==> config.mk <==
export PLATFORM = sky130hd
export DESIGN_NAME = hilo_muldiv_unit_flat
export DESIGN_NICKNAME = d
export VERILOG_FILES = /design/src/rtl/hilo_muldiv_unit_if.sv /design/src/rtl/hilo_muldiv_unit.sv /design/src/flat_wrapper.sv
export SDC_FILE = /design/constraint.sdc
export NUM_CORES = 1
export LEC_CHECK = 0
export CORE_ASPECT_RATIO = 0.9
export CORE_MARGIN = 1.5
export CORE_UTILIZATION = 55
export CTS_CLUSTER_DIAMETER = 30
export DETAILED_ROUTE_END_ITERATION = 7
export PLACE_DENSITY = 0.83
export SLEW_MARGIN = 20
export SYNTH_ARGS = -nofsm -noshare
export SYNTH_HDL_FRONTEND = slang
export SYNTH_SLANG_ARGS = --single-unit
==> constraint.sdc <==
create_clock -name clk -period 6.35 [get_ports clk]
set_input_delay 1.5875 -clock clk [delete_from_list [all_inputs] [get_ports clk]]
set_output_delay 1.5875 -clock clk [all_outputs]
set_load 0.01 [all_outputs]
==> src/rtl/hilo_muldiv_unit_if.sv <==
// Operand/result bundle between the issuing pipeline and the HI/LO mul/div unit.
// The pipeline side uses the master modport and the unit uses the slave modport.
interface hilo_muldiv_unit_if #(
  parameter int WIDTH = 32
);
  logic             start;
  logic [5:0]       Signal;
  logic [WIDTH-1:0] dataA;
  logic [WIDTH-1:0] dataB;
  logic [WIDTH-1:0] HiOut;
  logic [WIDTH-1:0] LoOut;
  logic             busy;
  logic             done;

  modport master (
    output start, Signal, dataA, dataB,
    input  HiOut, LoOut, busy, done
  );

  modport slave (
    input  start, Signal, dataA, dataB,
    output HiOut, LoOut, busy, done
  );
endinterface

==> src/rtl/hilo_muldiv_unit.sv <==
// Sequential unsigned MULTU/DIVU unit that produces the HI/LO register pair.
// Define HILO_DIVU_EN to build the restoring divider and the DIVU decode.
module hilo_muldiv_unit #(
  parameter int         WIDTH = 32,
  parameter logic [5:0] MULTU = 6'b011001
`ifdef HILO_DIVU_EN
  , parameter logic [5:0] DIVU = 6'b011011
`endif
) (
  input logic              clk,
  input logic              rst_n,
  hilo_muldiv_unit_if.slave bus
);

  localparam int CW = $clog2(WIDTH) + 1;

  typedef enum logic [1:0] {
    IDLE = 2'd0,
    MUL  = 2'd1,
    DONE = 2'd2
`ifdef HILO_DIVU_EN
    , DIV = 2'd3
`endif
  } state_t;

  state_t           state;
  state_t           nextState;
  logic [CW-1:0]    cnt;
  logic [2*WIDTH-1:0] acc;
  logic [2*WIDTH-1:0] accNext;
  logic [WIDTH-1:0] operand;
  logic             mulStart;
  logic             divStart;
  logic             load;
  logic             loadMul;
  logic             iterate;
  logic             finish;
  logic [WIDTH:0]   mulSum;

  always_ff @(posedge clk or negedge rst_n) begin
    if (!rst_n) state <= IDLE;
    else        state <= nextState;
  end

  // The counter runs WIDTH-1 down past zero; its MSB going high marks the
  // edge after the last iteration, which is the DONE entry edge.
  always_comb begin
    nextState = state;
    load      = 1'b0;
    loadMul   = 1'b0;
    iterate   = 1'b0;
    finish    = 1'b0;
    mulStart  = bus.start && (bus.Signal == MULTU);
`ifdef HILO_DIVU_EN
    divStart  = bus.start && (bus.Signal == DIVU);
`else
    divStart  = 1'b0;
`endif
    case (state)
      IDLE, DONE: begin
        nextState = IDLE;
        if (mulStart) begin
          nextState = MUL;
          load      = 1'b1;
          loadMul   = 1'b1;
        end
`ifdef HILO_DIVU_EN
        else if (divStart) begin
          nextState = DIV;
          load      = 1'b1;
        end
`endif
      end
      MUL
`ifdef HILO_DIVU_EN
      , DIV
`endif
      : begin
        if (cnt[CW-1]) begin
          nextState = DONE;
          finish    = 1'b1;
        end else begin
          iterate = 1'b1;
        end
      end
      default: nextState = IDLE;
    endcase
  end

  // Shared accumulator: {partial product, multiplier} for MUL and
  // {remainder, dividend/quotient} for DIV, so HI/LO map identically.
  always_comb begin
    mulSum  = {1'b0, acc[2*WIDTH-1:WIDTH]} + (acc[0] ? {1'b0, operand} : '0);
    accNext = {mulSum, acc[WIDTH-1:1]};
`ifdef HILO_DIVU_EN
    if (state == DIV) begin
      // A zero divisor always "fits", which leaves the dividend in HI and all ones in LO.
      if (acc[2*WIDTH-1:WIDTH-1] >= {1'b0, operand})
        accNext = {acc[2*WIDTH-2:WIDTH-1] - operand, acc[WIDTH-2:0], 1'b1};
      else
        accNext = {acc[2*WIDTH-2:WIDTH-1], acc[WIDTH-2:0], 1'b0};
    end
`endif
  end

  always_ff @(posedge clk or negedge rst_n) begin
    if (!rst_n) begin
      acc       <= '0;
      operand   <= '0;
      cnt       <= '0;
      bus.HiOut <= '0;
      bus.LoOut <= '0;
    end else begin
      if (load) begin
        operand <= loadMul ? bus.dataA : bus.dataB;
        acc     <= {{WIDTH{1'b0}}, (loadMul ? bus.dataB : bus.dataA)};
        cnt     <= CW'(WIDTH - 1);
      end else if (iterate) begin
        acc <= accNext;
        cnt <= cnt - 1'b1;
      end
      if (finish) begin
        bus.HiOut <= acc[2*WIDTH-1:WIDTH];
        bus.LoOut <= acc[WIDTH-1:0];
      end
    end
  end

`ifdef HILO_DIVU_EN
  assign bus.busy = (state == MUL) || (state == DIV);
`else
  assign bus.busy = (state == MUL);
`endif
  assign bus.done = (state == DONE);

endmodule

==> src/flat_wrapper.sv <==
// flat-port wrapper written by rule: the top's interface ports become plain ports
module hilo_muldiv_unit_flat 
#(
  parameter int         WIDTH = 32,
  parameter logic [5:0] MULTU = 6'b011001

)
  (clk, rst_n, bus_start, bus_Signal, bus_dataA, bus_dataB, bus_HiOut, bus_LoOut, bus_busy, bus_done);
  hilo_muldiv_unit_if #(.WIDTH(WIDTH)) bus_i ();
  input logic clk;
  input logic rst_n;
  input wire logic [$bits(bus_i.start)-1:0] bus_start;
  input wire logic [$bits(bus_i.Signal)-1:0] bus_Signal;
  input wire logic [$bits(bus_i.dataA)-1:0] bus_dataA;
  input wire logic [$bits(bus_i.dataB)-1:0] bus_dataB;
  output wire logic [$bits(bus_i.HiOut)-1:0] bus_HiOut;
  output wire logic [$bits(bus_i.LoOut)-1:0] bus_LoOut;
  output wire logic [$bits(bus_i.busy)-1:0] bus_busy;
  output wire logic [$bits(bus_i.done)-1:0] bus_done;
  assign bus_i.start = bus_start;
  assign bus_i.Signal = bus_Signal;
  assign bus_i.dataA = bus_dataA;
  assign bus_i.dataB = bus_dataB;
  assign bus_HiOut = bus_i.HiOut;
  assign bus_LoOut = bus_i.LoOut;
  assign bus_busy = bus_i.busy;
  assign bus_done = bus_i.done;
  hilo_muldiv_unit #(.WIDTH(WIDTH), .MULTU(MULTU)) u_core (.clk(clk), .rst_n(rst_n), .bus(bus_i));
endmodule
# Word-level counts from Yosys, hierarchy flattened
# Index checks and enable logic that the tools add are counted.
classes:
  n_mux: 14
  addsub: 2
  reduce_logical: 4
  eq_ne: 4
op_table:
  columns: ["operator", "n"]
  rows:
  - ["$mux 64", 2]
  - ["$add 32x33->33", 1]
  - ["$mux 32", 1]
  - ["$mux 6", 2]
  - ["$mux 1", 7]
  - ["$eq 6x5->1 const B", 1]
  - ["$sub 6x1->6 const B", 1]
  - ["$pmux 2 s2", 1]
  - ["$eq 2x1->1 const B", 1]
  - ["$eq 2x2->1 const B", 1]
  - ["$logic_not 2->1", 1]
  - ["$mux 2", 1]
  - ["$ne 2x1->1 const B", 1]
  - ["$reduce_bool 2->1", 1]
  - ["$reduce_or 2->1", 1]
  - ["$logic_and 1x1->1", 1]
word_totals:
  register_bits: 168
  wordCells: 30
  input_bits: 73
  output_inout_bits: 66

# Longest topological paths before layout
# Gate-level depths: netlist of run 1.
depth:
  word_depth: 5
  mapped_depth: 12
  depth_no_buf: 11

# Least setup slack after synthesis of run 1
# Ideal clock, no wire load.
synth_timing:
  path_kind: "input to register"
  start: "input bus_Signal[2]"
  end: "register u_core.acc[32]"
  setup_ps: 121
  setup_slack_ps: 3500
  path_stages: 6
  arrival_time_ps: 2729
  required_time_ps: 6229
  n_path_buf: 2
  path_cell_list: "nor4bb_1 and2_1 clkbuf_1 nor2_1 clkbuf_1 a22o_1"
synth_between:
  elab_chain_cells: 5
  elab_cells_between_ends: 6
  classes_between: "eq/ne (1); mux (3); reduce/logical (2)"
synth_lines:
  columns: ["element", "line_no", "source"]
  rows:
  - ["from (decl)", "flat_wrapper.sv:13", "input wire logic [$bits(bus_i.Signal)-1:0] bus_Signal;"]
  - ["$eq 6x5->1 (*)", "hilo_muldiv_unit.sv:53", "mulStart = bus.start && (bus.Signal == MULTU);"]
  - ["$logic_and 1x1->1 (*)", "hilo_muldiv_unit.sv:53", null]
  - ["$mux 1 (*)", "hilo_muldiv_unit.sv:62", "if (mulStart) begin"]
  - ["$mux 1 (*)", "hilo_muldiv_unit.sv:59", "case (state)"]
  - ["$mux 64 / $reduce_bool 2->1 (equally long branches)", null, null]
  - ["to (signal assigned)", "hilo_muldiv_unit.sv:116", "acc <= {{WIDTH{1'b0}}, (loadMul ? bus.dataB : bus.dataA)};"]
  - ["to (signal assigned)", "hilo_muldiv_unit.sv:119", "acc <= accNext;"]
  - ["to (decl)", "hilo_muldiv_unit.sv:29", "logic [2*WIDTH-1:0] acc;"]
# Mark *: on every way between the ends. The rest lies on a longest branch, timed or not.
# A chain may end at the register's enable or synchronous reset.

# Worst setup path in the final report of run 1
layout_timing:
  start: "input bus_Signal[4]"
  end: "register u_core.acc[58]"
# Same word-level chain as after synthesis.

==> qor.yml, run 1 <==
finish:
  fill_cells: 1104
  fin_nets: 1078
  area_growth_pct: 25.5
  finalInstanceArea_sq_mm: 0.0105
  antenna_cells: 0
  drive_gt1_share_pct: 12.5
timing:
  hold_slack_ps: 467
  final.setup.worst_slack_ps: 2690
  slew_violations: 0
  period_share_pct: 57.6
  timing.fmax_ghz: 0.273
  slew_headroom_pct: 36.2
  rsz0062_at_grt: "false"
  clock_skew_ps: 10.8
  setup_tns_ps: 0
  final.min_clock_period_ps: 3660
  setup_viol: 0
  worstMarginPinSlew_ps: 956
  finalHoldViolCount: 0
cts:
  cts_sinks: 168
  clock_latency_ps: 430
  cts_resized: 0
  post_cts_buffers: 0
  cts_buffers: 17
  htreeDepth: 4
  clockBufferDepth: 2
  cts_root_buffer: "clkbuf_16"
  clk_pin_slew_worst_paths_ps: 70
  cts_tree: "built"
  cts_hold_buffers: 0
setup_path:
  crit_arrival_ps: 3960
  r2r_end: "u_core.acc[63]$_DFFE_PN0P_"
  cp.required_ps: 6650
  endpoint: "u_core.acc[58]$_DFFE_PN0P_"
  crit_path_start_kind: "primary input"
  crit_start: "bus_Signal[4]"
  end_kind: "register"
  crit_fanout: 51
  r2r_setup_slack_ps: 2850
  path_class: "in2reg"
  ff2ff_path_depth: 11
  timing.rr.start: "u_core.acc[0]$_DFFE_PN0P_"
global_routing:
  use_met1_pct: 33.0
  grt_max_degree: 72
  grt_pass1_vias: 6536
  grt_pass1_wl_microns: 31400
  use_met2_pct: 40.3
  grt_usage_pct: 24.8
  grt_antenna_before_repair: 0
  gr-total-overflow: 0
  grt-busiest-layer: "met2"
  use_met3_pct: 5.28
run_status:
  status: "finished, final reports clean"
synth:
  async_flop_share_pct: 100
  synth-edff-count: 0
  synth_nets: 956
  synth_cell_type_count: 58
  ys_warn_count: 0
  yosys-top-cells-area: "dfrtp_1 (50%), nand2_1 (9.6%), mux2_2 (8.6%)"
  ys_seq_area_share_pct: 50.3
  syn_inst: 849
  syn_avg_cell_area_sq_um: 9.85
  ys.flop_type: "dfrtp_1"
  synth_top_area_share_pct: 50.3
  synthesis.area_sq_mm: 0.00836
  synth.top_cells.by_count: "nand2_1 (213), dfrtp_1 (168), mux2_2 (64)"
  synth_seq_cells: 168
  synth_top_area_cell: "dfrtp_1"
  yosysMostFrequentCell: "nand2_1"
placed_design:
  dpl.hpwl_microns: 12700
  placed_area_sq_mm: 0.00989
  gp_congestion: 0.861
  io_buffers: 138
  post-place-ws_ps: 2280
floorplan:
  start_util_pct: 56.6
  rows: 42
  dieHeight_microns: 120
  die_x_microns: 133
  fp.coreArea_sq_mm: 0.0148
  ios: 139
  dieArea_sq_mm: 0.0159
route:
  detail-route-antenna-nets: 0
  drcViolationCount: 0
  vias: 6565
  avgRoutedWirePerCell_microns: 16.0
  drt_wl_total_microns: 18900
  vias_per_cell: 5.55
  firstDrtPassIters: 7
  drt_iter0_drc: 465
power_and_ir_drop:
  ir_drop_v: 0.000211
  p_leak_uw: 0.00498
  pwr_density_cell_mw_per_mm2: 319
  finalPower_uw: 3340
min_path:
  min-delay-start: "u_core.operand[31]$_DFFE_PN0P_"
  hp-class: "reg2reg"
run:
  maxCapViolCount: 0
-- cell families after synthesis --
logic type | after synthesis | synth area share (%)
buffers and inverters | 52 | 2.48
XOR/XNOR | 28 | 2.93
flip-flops | 168 | 50.3
AO/OA/AOI/OAI | 167 | 12.9
adder cells (fa/ha/maj) | 34 | 5.18
AND/OR/NAND/NOR | 335 | 17.5
multiplexers | 65 | 8.74
-- cell type report --
| type | count | area [sq um] | area share [%] |
|---|---|---|---|
| Sequential cell | 168 | 4200 | 40.1 |
| Clock buffer | 20 | 457 | 4.35 |
| Clock inverter | 12 | 116 | 1.11 |
| Tap cell | 198 | 248 | 2.36 |
| Inverter | 9 | 33.8 | 0.322 |
| Timing Repair Buffer | 146 | 1460 | 13.9 |
| Multi-Input combinational cell | 629 | 3970 | 37.8 |
-- report_power, final --
part	switching, uW	total [uW]	leakage [uW]	internal (uW)
Sequential	161	1440	0.00208	1280
Combinational	436	897	0.00262	461
Clock	437	1000	0.000271	565
-- worst min path at each step --
stage          cells past startpoint  slack, ps                        endpoint
2_1_floorplan                      2        440  u_core.operand[31]$_DFFE_PN0P_
3_3_place_gp                       2        450   u_core.operand[5]$_DFFE_PN0P_
3_5_place_dp                       2        450  u_core.operand[11]$_DFFE_PN0P_
4_1_cts                            2        470  u_core.operand[28]$_DFFE_PN0P_
5_1_grt                            2        490  u_core.operand[11]$_DFFE_PN0P_
6_report                           2        470  u_core.operand[31]$_DFFE_PN0P_
-- worst max-delay path, cell delays in order --
cell and delay, ps:
clkdlybuf4s50_1 440, nor4bb_1 370, and2_2 220, buf_4 500
nor2_4 250, buf_16 250, nand2_1 70, o311a_1 150
o211ai_1 90
-- sequential cells by signal (all words and copies together) (netlist names) --
register and count:
u_core.bus.LoOut 32, u_core.state 2, u_core.acc 64, u_core.cnt 6, u_core.operand 32, u_core.bus.HiOut 32
-- layout by cell type (no fill, tap or decap), types with 6 or more instances in the layout --
cell type and instances:
nand2_1 211, dfrtp_1 168, clkdlybuf4s50_1 137, mux2_2 64, nor2_1 45, a21oi_1 36
and2_1 33, ha_1 33, o21ai_0 24, o21ai_1 23, a31oi_1 19, a22oi_1 18
xnor2_1 17, clkbuf_16 17, xor2_1 11, nand3_1 10, inv_1 9, a21o_1 8
buf_4 7, nand4_1 6
-- per-stage QoR --
stage          instances  utilization [%]
5_1_grt             1182             71.1
2_1_floorplan        849                -
3_5_place_dp        1149             67.0
6_report            1182             71.1
3_3_place_gp        1149             67.0
4_1_cts             1181             70.9
-- per-layer routing --
metal,vias to the layer above,share of wire [%]
met3,41,4.2
li1,3173,-
met1,3180,46
met4,0,2.5
met5,-,0
met2,171,47
No activity file was read; power rests on OpenSTA's default activity.
==> run 2, diff against run 1 <==
--- a/config.mk
+++ b/config.mk
@@ -7,10 +7,10 @@
 export LEC_CHECK = 0
 export CORE_ASPECT_RATIO = 0.9
 export CORE_MARGIN = 1.5
-export CORE_UTILIZATION = 55
+export CORE_UTILIZATION = 54
 export CTS_CLUSTER_DIAMETER = 30
 export DETAILED_ROUTE_END_ITERATION = 7
-export PLACE_DENSITY = 0.83
+export PLACE_DENSITY = 0.82
 export SLEW_MARGIN = 20
 export SYNTH_ARGS = -nofsm -noshare
 export SYNTH_HDL_FRONTEND = slang
==> constraint.sdc (replaced) <==
create_clock -name clk -period 3.4 [get_ports clk]
set_input_delay 0.85 -clock clk [delete_from_list [all_inputs] [get_ports clk]]
set_output_delay 0.85 -clock clk [all_outputs]
set_load 0.01 [all_outputs]
==> qor.yml, run 2 (synthesized netlist as in run 1, its figures left out) <==
global_routing:
  grt_pass1_wl_microns: 32900
  use_met1_pct: 34.5
  gr-total-overflow: 0
  grt_antenna_before_repair: 0
  grt_usage_pct: 25.7
  grt_max_degree: 73
  use_met2_pct: 41.4
  grt-busiest-layer: "met2"
  use_met3_pct: 5.93
  grt_pass1_vias: 6698
power_and_ir_drop:
  ir_drop_v: 0.000470
  pwr-share-clk_pct: 31.5
  internal_power_uw: 4510
  switchingPower_uw: 1930
  p_leak_uw: 0.00503
  p_seq_share_pct: 41.6
  swShare_pct: 29.9
  power_frac_comb_pct: 26.9
  pwr_density_cell_mw_per_mm2: 609
cts:
  clk_pin_slew_worst_paths_ps: 60
  cts_sinks: 168
  cts_root_buffer: "clkbuf_16"
  post_cts_buffers: 0
  cts_hold_buffers: 0
  clock_latency_ps: 420
  cts_buffers: 17
  cts_tree: "built"
  clockBufferDepth: 2
  htreeDepth: 4
  cts_resized: 0
timing:
  final.setup.worst_slack_ps: 404
  timing.fmax_ghz: 0.334
  clock_skew_ps: 9.28
  worstMarginPinSlew_ps: 531
  slew_headroom_pct: 64.6
  period_share_pct: 88.1
  rsz0062_at_grt: "false"
  slew_violations: 0
  setup_tns_ps: 0
  final.min_clock_period_ps: 3000
  finalHoldViolCount: 0
  setup_viol: 0
floorplan:
  ios: 139
  start_util_pct: 56.0
  fp.coreArea_sq_mm: 0.0149
  rows: 42
  dieArea_sq_mm: 0.0162
  dieHeight_microns: 121
  die_x_microns: 134
route:
  vias_per_cell: 5.63
  drt_wl_total_microns: 20000
  vias: 6680
  detail-route-antenna-nets: 0
  drcViolationCount: 0
  avgRoutedWirePerCell_microns: 16.8
  firstDrtPassIters: 7
  drt_iter0_drc: 529
min_path:
  hp-class: "in2async"
finish:
  regArea_sq_mm: 0.00420
  most-common-layout-cells: "nand2_1 (211), dfrtp_1 (168), clkdlybuf4s50_1 (137), mux2_2 (64), nor2_1 (45)"
  multi_input_area_sq_mm: 0.00397
  fill_cells: 1142
  area_growth_pct: 26.7
  finalInstanceArea_sq_mm: 0.0106
  top_register: "u_core.acc"
  largest_reg_flops: 64
  fin_nets: 1084
  drive_gt1_share_pct: 12.8
  final_common_cell: "nand2_1"
  antenna_cells: 0
run_status:
  status: "finished, final reports clean"
run:
  maxCapViolCount: 0
setup_path:
  crit_fanout: 21
  crit_arrival_ps: 3290
  path_class: "reg2reg"
  path_buf_inv: 1
  cp.required_ps: 3700
  timing.rr.start: "u_core.acc[0]$_DFFE_PN0P_"
  slowest_stage: "fa_1"
  r2r_setup_slack_ps: 400
  cpLargestDelayFamily: "compound AO/OA/AOI/OAI gates"
  worstPathCellList: "buf_4 > and2_1 > fa_1 > a211oi_2 > o21bai_1 > a21oi_2 > nand2_1 > a31oi_2 > a21oi_1 > a2111oi_2 > o21ai_1"
  crit_start: "u_core.acc[0]$_DFFE_PN0P_"
  slowest_delay_ps: 470
  crit_path_start_kind: "register"
  end_kind: "register"
placed_design:
  io_buffers: 138
  post-place-ws_ps: 439
  placed_area_sq_mm: 0.00997
  gp_congestion: 0.886
  dpl.hpwl_microns: 13400
==> run 2: per-stage QoR <==
stage               total power [uW]  std cells  hold WS (ps)  util (%)
finish                          6440       1187           384      70.9
floorplan                       3690        849           437         -
global route                    6780       1187           417      70.9
CTS                             6470       1187           396      70.9
detailed placement              4410       1156           455      66.8
global placement                4350       1156           451      66.8
==> run 2: power by group through the flow <==
stage,Sequential [uW],Combinational (uW),Clock (uW)
floorplan,2710,988,0
global placement,2690,1660,0
detailed placement,2710,1710,0
CTS,2680,1730,2060
global route,2730,1910,2150
finish,2680,1730,2030
==> run 2: final cells by class <==
class                           count  area share [%]
Clock buffer                       20            4.22
Clock inverter                     11            1.62
Inverter                            9           0.319
Multi-Input combinational cell    629            37.5
Sequential cell                   168            39.7
Tap cell                          198            2.34
Timing Repair Buffer              152            14.3
==> run 2: layer usage <==
metal	vias to the layer above	wire (microns)
li1	3180	-
met1	3266	9090
met2	206	9430
met3	28	1010
met4	0	441
met5	-	0
==> run 2: path summary, 6_finish.rpt <==
kind | to | cells past startpoint
max | u_core.acc[63]$_DFFE_PN0P_ | 11
min | u_core.acc[7]$_DFFE_PN0P_ | 1
max reg2reg | u_core.acc[63]$_DFFE_PN0P_ | 11
min reg2reg | u_core.operand[31]$_DFFE_PN0P_ | 2
max in group asynchronous | u_core.bus.HiOut[13]$_DFFE_PN0P_ | 2
min in group clk | u_core.operand[31]$_DFFE_PN0P_ | 2
